===== src/rtl/mem_req_ctrl.sv =====
// -----------------------------------------------------------------------------
// mem_req_ctrl
// Bus initiator for main memory. Two CPU-side requesters share one memory port:
//   port I : instruction fetch (read-only)
//   port D : data load/store
// A granted request is latched onto the mem_* lines, held for MEM_LAT clocks,
// then read data is captured (loads/fetches) and a one-cycle ack is returned.
// Every access takes MEM_LAT+2 clocks: IDLE (grant), ACCESS x MEM_LAT, DONE (ack).
//
// Optional feature (macro MEM_REQ_RR_EN):
//   defined   : round-robin arbitration through a 1-bit last-grant register
//   undefined : fixed D-over-I priority
//
// Ports:
//   clk, rst                 clock, asynchronous active-high reset
//   i_req/i_addr             fetch request and word address
//   i_ack/i_rdata            fetch completion pulse and fetched word
//   d_req/d_we/d_addr/d_wdata data request, store flag, address, store data
//   d_ack/d_rdata            data completion pulse and load data
//   mem_addr/mem_we/mem_wdata memory address, write enable, write data
//   mem_rdata                memory read data
//   busy                     high while the controller is not IDLE
// -----------------------------------------------------------------------------
module mem_req_ctrl #(
  parameter int ADDR_W  = 22,
  parameter int DATA_W  = 32,
  parameter int MEM_LAT = 1
) (
  input  logic              clk,
  input  logic              rst,
  input  logic              i_req,
  input  logic [ADDR_W-1:0] i_addr,
  output logic              i_ack,
  output logic [DATA_W-1:0] i_rdata,
  input  logic              d_req,
  input  logic              d_we,
  input  logic [ADDR_W-1:0] d_addr,
  input  logic [DATA_W-1:0] d_wdata,
  output logic              d_ack,
  output logic [DATA_W-1:0] d_rdata,
  output logic [ADDR_W-1:0] mem_addr,
  output logic              mem_we,
  output logic [DATA_W-1:0] mem_wdata,
  input  logic [DATA_W-1:0] mem_rdata,
  output logic              busy
);

  typedef enum logic [1:0] {
    ST_IDLE   = 2'd0,
    ST_ACCESS = 2'd1,
    ST_DONE   = 2'd2
  } state_e;

  // MEM_LAT is at most 15, so the remaining-cycles counter needs 4 bits.
  localparam int                CNT_W    = 4;
  localparam logic [CNT_W-1:0]  CNT_LOAD = CNT_W'(MEM_LAT - 1);

  state_e              state_q, state_d;
  logic [CNT_W-1:0]    cnt_q, cnt_d;
  logic                gnt_is_d_q, gnt_is_d_d;   // 1 = current transaction belongs to D
  logic [ADDR_W-1:0]   mem_addr_q, mem_addr_d;
  logic                mem_we_q, mem_we_d;
  logic [DATA_W-1:0]   mem_wdata_q, mem_wdata_d;
  logic                i_ack_q, i_ack_d;
  logic [DATA_W-1:0]   i_rdata_q, i_rdata_d;
  logic                d_ack_q, d_ack_d;
  logic [DATA_W-1:0]   d_rdata_q, d_rdata_d;
  logic                busy_q, busy_d;
  logic                pick_d_s;                 // arbitration result in IDLE

`ifdef MEM_REQ_RR_EN
  logic                last_d_q, last_d_d;       // 1 = D granted last, reset = I

  // Round-robin choice: on a tie the port not granted last wins.
  always_comb begin
    if (d_req && i_req) begin
      pick_d_s = ~last_d_q;
    end else begin
      pick_d_s = d_req;
    end
  end
`else
  // Fixed priority: D wins whenever it requests.
  always_comb begin
    pick_d_s = d_req;
  end
`endif

  // Next-state and next-output computation for the access sequencer.
  always_comb begin
    state_d     = state_q;
    cnt_d       = cnt_q;
    gnt_is_d_d  = gnt_is_d_q;
    mem_addr_d  = mem_addr_q;
    mem_we_d    = mem_we_q;
    mem_wdata_d = mem_wdata_q;
    i_ack_d     = 1'b0;
    i_rdata_d   = i_rdata_q;
    d_ack_d     = 1'b0;
    d_rdata_d   = d_rdata_q;
`ifdef MEM_REQ_RR_EN
    last_d_d    = last_d_q;
`endif

    case (state_q)
      ST_IDLE: begin
        if (d_req || i_req) begin
          gnt_is_d_d = pick_d_s;
`ifdef MEM_REQ_RR_EN
          last_d_d   = pick_d_s;
`endif
          if (pick_d_s) begin
            mem_addr_d  = d_addr;
            mem_we_d    = d_we;
            mem_wdata_d = d_wdata;
          end else begin
            mem_addr_d  = i_addr;
            mem_we_d    = 1'b0;
            mem_wdata_d = {DATA_W{1'b0}};
          end
          cnt_d   = CNT_LOAD;
          state_d = ST_ACCESS;
        end else begin
          mem_we_d = 1'b0;
        end
      end

      ST_ACCESS: begin
        // mem_we_q is high for the whole ACCESS phase only on a store.
        if (cnt_q == {CNT_W{1'b0}}) begin
          if (gnt_is_d_q) begin
            d_ack_d = 1'b1;
            if (!mem_we_q) begin
              d_rdata_d = mem_rdata;
            end else begin
              d_rdata_d = d_rdata_q;
            end
          end else begin
            i_ack_d   = 1'b1;
            i_rdata_d = mem_rdata;
          end
          mem_we_d = 1'b0;
          state_d  = ST_DONE;
        end else begin
          cnt_d = cnt_q - {{(CNT_W-1){1'b0}}, 1'b1};
        end
      end

      ST_DONE: begin
        // Requests are not sampled here; the requester is dropping req.
        mem_we_d = 1'b0;
        state_d  = ST_IDLE;
      end

      default: begin
        mem_we_d = 1'b0;
        state_d  = ST_IDLE;
      end
    endcase

    busy_d = (state_d != ST_IDLE);
  end

  // State and registered outputs; reset aborts any access in flight.
  always_ff @(posedge clk or posedge rst) begin
    if (rst) begin
      state_q     <= ST_IDLE;
      cnt_q       <= {CNT_W{1'b0}};
      gnt_is_d_q  <= 1'b0;
      mem_addr_q  <= {ADDR_W{1'b0}};
      mem_we_q    <= 1'b0;
      mem_wdata_q <= {DATA_W{1'b0}};
      i_ack_q     <= 1'b0;
      i_rdata_q   <= {DATA_W{1'b0}};
      d_ack_q     <= 1'b0;
      d_rdata_q   <= {DATA_W{1'b0}};
      busy_q      <= 1'b0;
`ifdef MEM_REQ_RR_EN
      last_d_q    <= 1'b0;
`endif
    end else begin
      state_q     <= state_d;
      cnt_q       <= cnt_d;
      gnt_is_d_q  <= gnt_is_d_d;
      mem_addr_q  <= mem_addr_d;
      mem_we_q    <= mem_we_d;
      mem_wdata_q <= mem_wdata_d;
      i_ack_q     <= i_ack_d;
      i_rdata_q   <= i_rdata_d;
      d_ack_q     <= d_ack_d;
      d_rdata_q   <= d_rdata_d;
      busy_q      <= busy_d;
`ifdef MEM_REQ_RR_EN
      last_d_q    <= last_d_d;
`endif
    end
  end

  assign mem_addr  = mem_addr_q;
  assign mem_we    = mem_we_q;
  assign mem_wdata = mem_wdata_q;
  assign i_ack     = i_ack_q;
  assign i_rdata   = i_rdata_q;
  assign d_ack     = d_ack_q;
  assign d_rdata   = d_rdata_q;
  assign busy      = busy_q;

endmodule


===== config.mk =====
export PLATFORM = sky130hd
export DESIGN_NAME = mem_req_ctrl
export DESIGN_NICKNAME = d
export VERILOG_FILES = /design/src/rtl/mem_req_ctrl.sv
export SDC_FILE = /design/constraint.sdc
export NUM_CORES = 1
export LEC_CHECK = 0
export ABC_AREA = 1
export CAP_MARGIN = 20
export CELL_PAD_IN_SITES_DETAIL_PLACEMENT = 0
export CELL_PAD_IN_SITES_GLOBAL_PLACEMENT = 1
export CORE_ASPECT_RATIO = 0.6
export CORE_MARGIN = 2
export CORE_UTILIZATION = 51
export CTS_BUF_LIST = sky130_fd_sc_hd__clkbuf_8
export DETAILED_ROUTE_END_ITERATION = 10
export DONT_BUFFER_PORTS = 1
export GPL_TIMING_DRIVEN = 0
export PLACE_DENSITY = 0.95
export SETUP_SLACK_MARGIN = 0.15
export SLEW_MARGIN = 20
export SYNTH_ARGS = -nofsm -noshare
export SYNTH_HDL_FRONTEND = slang
export SYNTH_SLANG_ARGS = --single-unit

===== constraint.sdc =====
create_clock -name clk -period 12.8 [get_ports clk]
set_input_delay 1.92 -clock clk [delete_from_list [all_inputs] [get_ports clk]]
set_output_delay 1.92 -clock clk [all_outputs]
set_load 0.005 [all_outputs]

## Yosys cells after proc, flatten, opt, wreduce, memory -nomap -nowiden

Cells that the tools add are included.

| storage, ports and cells | value |
|---|---|
| register bits | 129 |
| bits in latches | 0 |
| RAM bits | 0 |
| ROM bits | 0 |
| input port bits | 113 |
| output and inout port bits | 122 |
| word-level logic and storage cells | 45 |
| memories kept | 0 |

| cells by class | value |
|---|---|
| add/sub/neg operators | 1 |
| multipliers | 0 |
| div/mod/pow operators | 0 |
| $lt $le $gt $ge | 0 |
| equality and inequality tests | 4 |
| shift operators | 0 |
| multiplexer cells | 18 |
| bitwise gates (word level) | 2 |
| reductions and logical operators | 9 |

Operators by type and width:

| kind | count |
|---|---|
| 32-bit 2-to-1 mux | 1 |
| 22-bit 2-to-1 mux | 1 |
| 1-bit 2-to-1 mux | 9 |
| 4-bit 2-to-1 mux | 2 |
| 4-bit case mux with 2 select lines | 1 |
| 2-bit != test, second input constant | 3 |
| 3-bit AND reduction | 2 |
| 4-bit logical NOT | 1 |
| 2-bit 2-to-1 mux | 2 |
| 2-bit case mux with 2 select lines | 1 |
| 4-bit AND reduction | 1 |
| 2-bit nonzero test | 2 |
| 4-bit by 1-bit subtractor with 4-bit output, second input constant | 1 |
| 2-bit by 1-bit equality test with 1-bit output, second input constant | 1 |
| 2-bit logical NOT | 1 |
| 1-bit inverter | 2 |
| 1-bit case mux with 2 select lines | 1 |
| 2-bit AND reduction | 1 |
| 1-bit logical OR | 1 |

## Logic depth before layout (Yosys ltp)

| depth | value |
|---|---|
| word-level depth | 4 |
| depth in mapped cells | 9 |
| mapped depth without buffers | 7 |

## Worst setup path before layout

OpenSTA, ideal clock, no wires.

| timing path | value |
|---|---|
| path type | input-to-reg |
| from | input port d_req |
| to | register busy_q, in the netlist busy |
| data arrival time | 2,694 ps |
| path slack | 9,987 ps |
| stages on the path | 5 |
| path through | buf_2 -> o21ai_2 -> buf_2 -> buf_4 -> nand2_1 |

| on the way | value |
|---|---|
| cells in the longest elaborated chain, start to end | 4 |

Ends and longest elaborated chain:

| what | RTL line | source |
|---|---|---|
| start, declared | 35 | `input logic d_req,` |
| 1-bit logical OR | 107 | `if (d_req \|\| i_req) begin` |
| 2-bit 2-to-1 mux | 107 |  |
| 2-bit case mux with 2 select lines | 105 | `case (state_q)` |
| 2-bit nonzero test | 161 | `busy_d = (state_d != ST_IDLE);` |
| via busy_d | 68 | `logic busy_q, busy_d;` |
| end signal, assigned | 192 | `busy_q <= busy_d;` |
| end, declared | 68 |  |

The timed path passes the listed nets, and every way through them passes these cells.
A chain may end at the register's enable or synchronous reset.

## Worst setup path after layout

| timing path | value |
|---|---|
| from | register mem_we_q, in the netlist mem_we |
| to | output port mem_we |

RTL lines:

| what | RTL line | source |
|---|---|---|
| start, declared | 62 | `logic mem_we_q, mem_we_d;` |
| start signal, assigned | 186 | `mem_we_q <= mem_we_d;` |
| end, declared | 42 | `output logic mem_we,` |

No word-level cell between the ends.

==> results list <==
* Synthesized instance count: 573
* Longest Clk Path Bufs: 2
* Cell with the most instances after synthesis: sky130_fd_sc_hd__nand2_1
- Setup violations remaining at the end of the flow were counted as 0.
- Chip Width: 135.2 um
- Arrival @ worst endpoint: ~850 ps
- Post-cts gate resize count: 0
- Prior to clock tree synthesis, the placed netlist has a worst setup slack of 9657 ps.
- DP Cell Count: 709
* Period utilisation layout: 0.2165
* Fin. max-slew vios: 0
* Average wire per standard cell: 17.55 um
- For this run, the detailed router's first-pass iteration total came to 7.
* Maximum fanout count along the critical path: 3
- Weighted congestion reported at the end of routability-driven placement: 0.7577
- Of all cell types, the one taking the most synthesized area is sky130_fd_sc_hd__dfrtp_1.
- The completed layout was analyzed and its total power is around 1.6 mW.
- Overflow left after global routing: 0
* Worst max-slew margin expressed relative to the limit: 0.6176
* Async set-or-reset flop fraction in the synthesized netlist: 1.000
- IR analysis of the VDD net gives a maximum drop of ~0.14 mV.
* Final core area utilization: 0.5897
- The later pin in the worst-skew pair is clocked with a latency of 420 ps.
- Setup skew after layout: 12.37 ps
- Top achievable clock speed: 0.3609 GHz
* Pin count of the biggest net entering global routing: 76
* Proportion of synthesized area in mux cells: 0
* Hold buffer count at cts: 0
- Category of the critical setup timing path: flop to output port
* Post-Syn Nets: ~700
- Across the run, the number of max-cap violations was 0.
- At the worst endpoint, the required time is 10880 ps.
* Number of nets at the end of the flow: 708
- Final wirelength: 12.99 mm
- Clock tree synthesis inserted a total of 17 buffers.
- Yosys printed 0 warnings.
- List of most frequent post-synthesis cells: sky130_fd_sc_hd__nand2_1 (180), sky130_fd_sc_hd__dfrtp_1 (129), sky130_fd_sc_hd__o21ai_0 (68), sky130_fd_sc_hd__inv_1 (62), sky130_fd_sc_hd__nand3_1 (37)
- The clock net in this run drives a total of 129 sinks.
* Lkg Pwr: roughly 3.1 nW
- Maximum level of the CTS H-tree: 4
* Share of synthesized cell area in and, or, nand and nor gates: 0.1821
- Unique masters post-synth: 22
* Overall fraction of global-route tracks in use: 0.2326
* Setup crit start kind: flop
- TritonCTS built the clock tree.
* Vias per std cell: 5.392
- Half-perimeter wire length after placement: 9.665 mm
- For this block, the initial DRC count from the detailed router was roughly 150.
* Initial core utilization: 0.5297
* Final worst slack: between 10000 and 15000 ps
* Mean area per synthesized cell: 9.197 um2
- EDFF count, synth: 0
- Share of the yosys chip area belonging to registers: 0.6125
- Slew at the pin closest to its max-slew limit: 573.5 ps
- Number of input and output port buffers inserted: 0
* Area of the mapped netlist: 5270 um2
- Category of the worst setup path capture point: output port
- Vias post-DR: 3990
- Standard-cell row count: 28
- Clock input transition at the sequential cells of the worst setup and hold paths: 70 ps
- Area share of fa/ha/maj cells after synthesis: 0.004748
- Total negative slack for setup checks: 0 ps
- In this run the clock root is driven by a sky130_fd_sc_hd__clkbuf_8.
- Standard cell core area: 9950 um2
* Full die area: 11190 um2
* Most used flip-flop cell after synthesis: sky130_fd_sc_hd__dfrtp_1
- The finished layout holds 740 standard cells, fillers aside.
- After detailed routing, the number of remaining DRC violations is 0.
- Area added between synthesis and finish: 11.32%
- The number of failing hold endpoints at the final stage is 0.
- Initial antenna violation count: 0
- Synthesized flop and latch total: 129
- Fill cells in the final layout number 885.
* Area share of xor/xnor cells in the synthesized design: 0.001662
- In the final layout, the share of cells above drive strength 1 is 0.1190.
* Cell types occupying the most area after synthesis: sky130_fd_sc_hd__dfrtp_1 (61%), sky130_fd_sc_hd__nand2_1 (13%), sky130_fd_sc_hd__o21ai_0 (6.5%)
- The worst path needs about 2800 ps of the cycle, external delays included.
- Area fraction of the dominant cell type after synthesis: 0.6125
* Fraction of the mapped netlist area in compound gates: 0.1187
- By area, the combinational part of the netlist is dominated by simple AND/OR/NAND/NOR gates.
* Min-Delay Path Class: flop to flop
- Number of placed I/O pins: 235
* Remaining antenna violation count after routing: 0
- The via count of the first global-routing pass is around 3800.
- Status: completed
- Total power per unit cell area: about 270 nW/um2
- The first global-routing pass estimated 19.79 mm of wire.
- 0 antenna diodes ended up in the layout.
- Unrepaired setup endpoints after global routing: no
- After clock tree synthesis, the setup repair step added 0 buffers.
- Vertical extent of the die: between 80 and 90 um
[through the flow]
step	cell area [um2]	hold WS, ps
CTS	5867	506.0
global placement	5439	486.7
finish	5867	506.6
global route	5867	523.0
detailed placement	5472	488.3
floorplan	5270	465.4
[worst paths after layout]
kind,cells past startpoint,slack (ps),startpoint,to
hold reg to reg,2,510,mem_wdata[25],mem_wdata[25]
setup / recovery,0,10030,mem_we,mem_we
hold / removal,2,510,mem_wdata[25],mem_wdata[25]
max in group asynchronous,2,10660,rst,i_rdata[8]
min in group asynchronous,1,1400,rst,d_rdata[30]
setup reg to reg,6,11060,state_q[1],mem_wdata[4]
[state kept, by name, summed over array words and instances, names as in the netlist]
name and cells:
busy 1, cnt_q 4, d_ack 1, d_rdata 32, gnt_is_d_q 1, i_ack 1
i_rdata 32, mem_addr 22, mem_wdata 32, mem_we 1, state_q 2
[cells by family after synthesis]
| family | count (synthesis) |
|---|---|
| buffers and inverters | 96 |
| adders and majority gates | 2 |
| DFF | 129 |
| xor gates and xnor gates | 1 |
| AOI/OAI and AO/OA | 113 |
| and+or+nand+nor | 232 |
[layout by cell type, fill, tap and decap left out, types with 2 or more instances in the layout]
cell                         instances
sky130_fd_sc_hd__bufinv_16           2
sky130_fd_sc_hd__inv_1              61
sky130_fd_sc_hd__nand2_2             2
sky130_fd_sc_hd__clkbuf_8           19
sky130_fd_sc_hd__o21ai_1            29
sky130_fd_sc_hd__nor2_1              7
sky130_fd_sc_hd__inv_6               3
sky130_fd_sc_hd__clkbuf_1           17
sky130_fd_sc_hd__o21ai_2            16
sky130_fd_sc_hd__clkinvlp_4          5
sky130_fd_sc_hd__o21ai_0            68
sky130_fd_sc_hd__nand3_1            37
sky130_fd_sc_hd__dfrtp_1           129
sky130_fd_sc_hd__buf_6               6
sky130_fd_sc_hd__nand2_1           180
sky130_fd_sc_hd__clkinv_2            2
sky130_fd_sc_hd__ha_1                2
sky130_fd_sc_hd__buf_2               9
[power by group]
group | internal (mW) | switching [mW] | total (mW)
clock network | 0.183 | 0.160 | 0.343
registers | 0.612 | 0.173 | 0.785
logic | 0.160 | 0.294 | 0.454
total | 0.955 | 0.627 | 1.58
[routing by layer]
layer | routed length, um | global-route usage | up-vias
met5 | 0 | 0 | -
met4 | 160 | 0.07813 | 0
met3 | 987 | 0.09219 | 16
met2 | 6066 | 0.3569 | 172
met1 | 5772 | 0.3055 | 1953
li1 | - | - | 1849
[cell type report]
type	count	area [um2]	area share
Buffer	33	183.9	0.03135
Timing Repair Buffer	1	27.53	0.004692
Sequential cell	129	3228	0.5502
Multi-Input combinational cell	348	1619	0.2760
Tap cell	135	168.9	0.02879
Clock buffer	19	261.5	0.04457
Inverter	63	244.0	0.04159
Clock inverter	12	133.9	0.02282
(Power assumes the default switching activity.)
